--- src/rtl/freq_divider_multi.sv ---
// freq_divider_multi: NCH independent runtime-programmable clock dividers.
// Each channel counts 0..div_act-1 and emits a registered divided clock (low
// phase first, then high_act cycles high) plus a one-cycle tick after each
// wrap. New period/high-time pairs arrive over a valid/ready port, are held in
// a per-channel shadow, and are applied only at the wrap cycle. The old period
// therefore always completes and the divided clock never shows a runt pulse.
module freq_divider_multi #(
  parameter int NCH      = 4,
  parameter int DIVW     = 20,
  parameter int DIV_RST  = 50000,
  parameter int HIGH_RST = 25000,
  parameter int CHW      = (NCH > 1) ? $clog2(NCH) : 1
) (
  input  logic            CLK,
  input  logic            RST,
  input  logic [NCH-1:0]  EN,
  input  logic            LD_VALID,
  output logic            LD_READY,
  input  logic [CHW-1:0]  LD_CH,
  input  logic [DIVW-1:0] LD_DIV,
  input  logic [DIVW-1:0] LD_HIGH,
  output logic            LD_ERR,
  output logic [NCH-1:0]  CLK_Out,
  output logic [NCH-1:0]  TICK
);

  // Channel count at the width of a zero-extended channel select.
  localparam logic [CHW:0]    NCH_W     = (CHW+1)'(NCH);
  localparam logic [DIVW-1:0] DIV_DEF   = DIVW'(DIV_RST);
  localparam logic [DIVW-1:0] HIGH_DEF  = DIVW'(HIGH_RST);
  localparam logic [DIVW-1:0] DIV_MIN   = DIVW'(2);

  logic [DIVW-1:0] cnt       [NCH];
  logic [DIVW-1:0] div_act   [NCH];
  logic [DIVW-1:0] high_act  [NCH];
  logic [DIVW-1:0] div_pend  [NCH];
  logic [DIVW-1:0] high_pend [NCH];
  logic [NCH-1:0]  pend;

  logic [NCH-1:0]  wrap;
  logic [NCH-1:0]  apply;
  logic [NCH-1:0]  hit;
  logic [NCH-1:0]  ld_sel;
  logic [NCH-1:0]  accept;
  logic            ch_ok;
  logic            load_bad;
  logic            xfer;

  // Decode the load port: channel select, readiness and validity of the request.
  always_comb begin
    ch_ok = ({1'b0, LD_CH} < NCH_W);
    ld_sel = '0;
    for (int i = 0; i < NCH; i++) begin
      ld_sel[i] = (LD_CH == CHW'(i));
    end
    // An out-of-range channel is always ready so the request can be rejected.
    LD_READY = !ch_ok || !(|(ld_sel & pend));
    xfer     = LD_VALID && LD_READY;
    load_bad = !ch_ok || (LD_DIV < DIV_MIN) || (LD_HIGH == '0) || (LD_HIGH >= LD_DIV);
    accept   = (xfer && !load_bad) ? ld_sel : '0;
  end

  // Per-channel wrap, shadow-apply and high-phase decode from the current count.
  always_comb begin
    wrap  = '0;
    apply = '0;
    hit   = '0;
    for (int i = 0; i < NCH; i++) begin
      wrap[i]  = EN[i] && (cnt[i] == (div_act[i] - DIVW'(1)));
      // A disabled channel has no period in flight, so it applies at once.
      apply[i] = pend[i] && (wrap[i] || !EN[i]);
      // Validation guarantees high_act < div_act, so this cannot underflow.
      hit[i]   = (cnt[i] >= (div_act[i] - high_act[i]));
    end
  end

  // Period counters: held at zero while disabled, wrap at div_act-1.
  always_ff @(posedge CLK or posedge RST) begin
    if (RST) begin
      for (int i = 0; i < NCH; i++) begin
        cnt[i] <= '0;
      end
    end else begin
      for (int i = 0; i < NCH; i++) begin
        if (!EN[i] || wrap[i]) begin
          cnt[i] <= '0;
        end else begin
          cnt[i] <= cnt[i] + DIVW'(1);
        end
      end
    end
  end

  // Shadow and active divisor registers with the pending flag.
  always_ff @(posedge CLK or posedge RST) begin
    if (RST) begin
      pend <= '0;
      for (int i = 0; i < NCH; i++) begin
        div_act[i]   <= DIV_DEF;
        high_act[i]  <= HIGH_DEF;
        div_pend[i]  <= DIV_DEF;
        high_pend[i] <= HIGH_DEF;
      end
    end else begin
      for (int i = 0; i < NCH; i++) begin
        // accept needs !pend and apply needs pend, so they never coincide.
        if (accept[i]) begin
          div_pend[i]  <= LD_DIV;
          high_pend[i] <= LD_HIGH;
          pend[i]      <= 1'b1;
        end else if (apply[i]) begin
          div_act[i]  <= div_pend[i];
          high_act[i] <= high_pend[i];
          pend[i]     <= 1'b0;
        end
      end
    end
  end

  // Registered divided clocks and period ticks.
  always_ff @(posedge CLK or posedge RST) begin
    if (RST) begin
      CLK_Out <= '0;
      TICK    <= '0;
    end else begin
      CLK_Out <= EN & hit;
      TICK    <= wrap;
    end
  end

  // One-cycle error pulse for a transferred but rejected load.
  always_ff @(posedge CLK or posedge RST) begin
    if (RST) begin
      LD_ERR <= 1'b0;
    end else begin
      LD_ERR <= xfer && load_bad;
    end
  end

endmodule

--- config.mk ---
export PLATFORM = sky130hd
export DESIGN_NAME = freq_divider_multi
export DESIGN_NICKNAME = d
export VERILOG_FILES = /design/src/rtl/freq_divider_multi.sv
export SDC_FILE = /design/constraint.sdc
export NUM_CORES = 1
export LEC_CHECK = 0
export CAP_MARGIN = 20
export CORE_MARGIN = 10
export CORE_UTILIZATION = 60
export DETAILED_ROUTE_END_ITERATION = 10
export PLACE_DENSITY = 0.89
export SYNTH_ARGS = -nofsm -noshare
export SYNTH_HDL_FRONTEND = slang
export SYNTH_SLANG_ARGS = --single-unit
export TNS_END_PERCENT = 1
--- constraint.sdc ---
create_clock -name CLK -period 18.75 [get_ports CLK]
set_input_delay 3.75 -clock CLK [delete_from_list [all_inputs] [get_ports CLK]]
set_output_delay 3.75 -clock CLK [all_outputs]
set_load 0.1 [all_outputs]
==> run metrics <==
outcome=finished, final reports clean; synthesis-stage register bit count=413; Worst path top cell family by delay=buffers and inverters; Yosys cell types=81; Synth warnings=0; largest net degree at the start of global routing=193; R2R cell count=18; share of layout cells above drive strength 1=13.9%; unrepaired setup endpoints after global routing=no; maximum root-to-sink buffer count=3; final WL=63.5 mm; VDD IR-drop max=0.125 mV; Synth top cells by count=317 x dfrtp_1, 206 x mux2_1, 184 x ha_1; post-synth top area cell=dfrtp_1; top-area cell type share of the netlist area=32.2%; post-place instance area=25,700 sq um; final hold violations=0; Final Cell Area=27,200 sq um; Tot Pwr=4810 uW; startpoint types=primary input; Max stage delay on crit path=1170 ps; Root Driver=clkbuf_16; max_cap viols=0; Nets=2,574; initial core utilization=60.5%; sequential area share after synthesis=42.4%; worst slew pin tran=1120 ps; chip width=223 um; Buf/Inv on CP=3; Inserted Clock Buffers=43; worst skew pair latency=580 ps; Tot GR Track Use=25.3%; Worst Hold Class=reg2reg; wire per inst=21.8 um; Slew Viols, Final=0; DRC viols=0; HPWL after DPL=42.5 mm; Core ar.=40,700 sq um; fillers=2,782; r2r setup slk=14,020 ps; Mapped Area=24,700 sq um; dominant cells by area after synthesis=dfrtp_1 32%, dfstp_2 10%, mux2_1 9.4%, ha_1 9.3%, mux2_2 5.3%; PnR worst setup slack=8870 ps; hold endpoint=div_act[71]$_DFFE_PP0P_; I/O Pins=59; Mean Syn Cell Area=10.7 sq um; pwr dens=177 nW/um^2; critical path depth=4; RR Endpoint=CLK_Out[0]$_DFF_PP0_; critical-path cell list=clkdlybuf4s50_1, mux4_2, inv_1, clkdlybuf4s50_1; PortBufs=58; Synth Flop Type=dfrtp_1; Hold Path Stages=1; fmax=0.101 GHz; Vias=18,400; H-Tree Depth=2; crit-path max FO=4; CTS sink cnt=413; Syn Inst Count=2,296; num rows=74; dominant cell by count in the synthesized netlist=dfrtp_1; critical path's slowest cell=clkdlybuf4s50_1; drt via density=6.34; critical register-to-register path startpoint=div_act[61]$_DFFE_PP0P_; Worst-path clk slew=60 ps; # Post-CTS Setup Buffers=0; ANT nets after route=0; pre-CTS setup slack=8910 ps; CP dominant cell by count=clkdlybuf4s50_1; Final min period=9880 ps; vias in the first global route=19,100; First-pass DRT Iterations=6; Worst EP arrival=6130 ps; GRT overflow=0; Mapped Nets=2,533; period utilisation layout=52.7%; Crit. End Element=primary output; Slew HR=25.6%; GP Congestion=0.944; EDFF count, synth=0; kind of critical path=in2out; Setup Viol. Count Final=0; number of antenna violations at the first check in global routing=9; CTS resizes=0; first-pass GRT wire length=102 mm; Hold Startpoint=div_pend[71]$_DFFE_PP0P_; static leakage=0.0122 uW; Worst EP required=15,000 ps; Die Y=223 um; clock tree from TritonCTS=done; drt initial violations=1,660; Die Area=49,600 sq um; setup TNS=0 ps; Layout area overhead=10.5%; Hold-fix buffers, CTS=0; Worst Skew=24.0 ps; Synth async-reset ratio=100%
[worst reg2reg max path: cells and delay by family, from the launching register on]
| family | cells | cell delay [ps] |
|---|---|---|
| fa+ha+maj | 2 | 590 |
| xor+xnor | 1 | 180 |
| flops | 1 | 490 |
| simple gates | 2 | 240 |
| compound gates | 13 | 3080 |
[routing by layer]
metal  wire (um)  vias to the layer above  global-route usage (%)  share of wire, %
li1            -                     8227                       -                 -
met2       29800                      884                    41.8                47
met3        5450                      282                    5.66               8.6
met1       24400                     9042                    29.8                38
met5          76                        -                    1.01              0.12
met4        3750                        2                    14.2               5.9
[metrics by stage]
step	hold WS [ps]	utilization, %	std cells
finish	475	66.9	2907
CTS	480	66.8	2902
global placement	459	63.1	2823
floorplan	452	-	2296
global route	494	66.9	2903
detailed placement	470	63.1	2823
[flip-flops by register name, indices dropped and copies added, names as in the netlist]
signal / count
cnt: 80
div_act: 80
div_pend: 80
high_act: 80
high_pend: 80
CLK_Out: 4
TICK: 4
pend: 4
LD_ERR: 1
[cells in the final DEF, fill, tap and decap left out, drive strengths merged, types with 11 or more instances in the layout]
| cell | count |
|---|---|
| a211oi | 16 |
| a21o | 40 |
| a21oi | 91 |
| a31oi | 12 |
| and3 | 28 |
| clkbuf | 57 |
| clkdlybuf4s50 | 58 |
| dfrtp | 317 |
| dfstp | 96 |
| ha | 184 |
| inv | 165 |
| mux2 | 321 |
| nand2 | 90 |
| nand2b | 21 |
| nand3 | 57 |
| nand4 | 22 |
| nor2 | 164 |
| nor2b | 21 |
| nor3 | 42 |
| nor4 | 35 |
| o21a | 17 |
| o21ai | 61 |
| o21bai | 11 |
| o31ai | 11 |
| or2 | 13 |
| or3 | 19 |
| xnor2 | 132 |
| xor2 | 110 |
[area by class of cell]
cell class	instances	area, sq um	area share [%]
Tap cell	532	666	2.44
Inverter	160	608	2.23
Antenna cell	4	10.0	0.0367
Sequential cell	413	10500	38.4
Multi-Input combinational cell	1650	13300	48.8
Timing Repair Buffer	69	676	2.48
Clock inverter	23	302	1.11
Clock buffer	56	1240	4.54
[how the worst max path moves through the flow]
stage,from,endpoint,slack [ps]
4_1_cts,LD_CH[0],LD_READY,8890
5_1_grt,LD_CH[0],LD_READY,8840
3_3_place_gp,LD_CH[0],LD_READY,8970
3_5_place_dp,LD_CH[0],LD_READY,8910
2_1_floorplan,RST,CLK_Out[0]$_DFF_PP0_,3670
6_report,LD_CH[0],LD_READY,8870
[kinds of logic after synthesis]
| kind of cell | synth area share [%] |
|---|---|
| mux | 14.9 |
| fa+ha+maj | 9.66 |
| compound gates | 9.15 |
| simple gates | 11.6 |
| flops | 42.4 |
| buf+inv | 3.72 |
| xor+xnor | 8.60 |
[power by group]
part / leakage, uW / internal (uW) / switching (uW)
sequential: 0.00500 / 1240 / 324
combinational: 0.00649 / 1080 / 1240
clock: 0.000755 / 553 / 375
(Power assumes the default switching activity.)
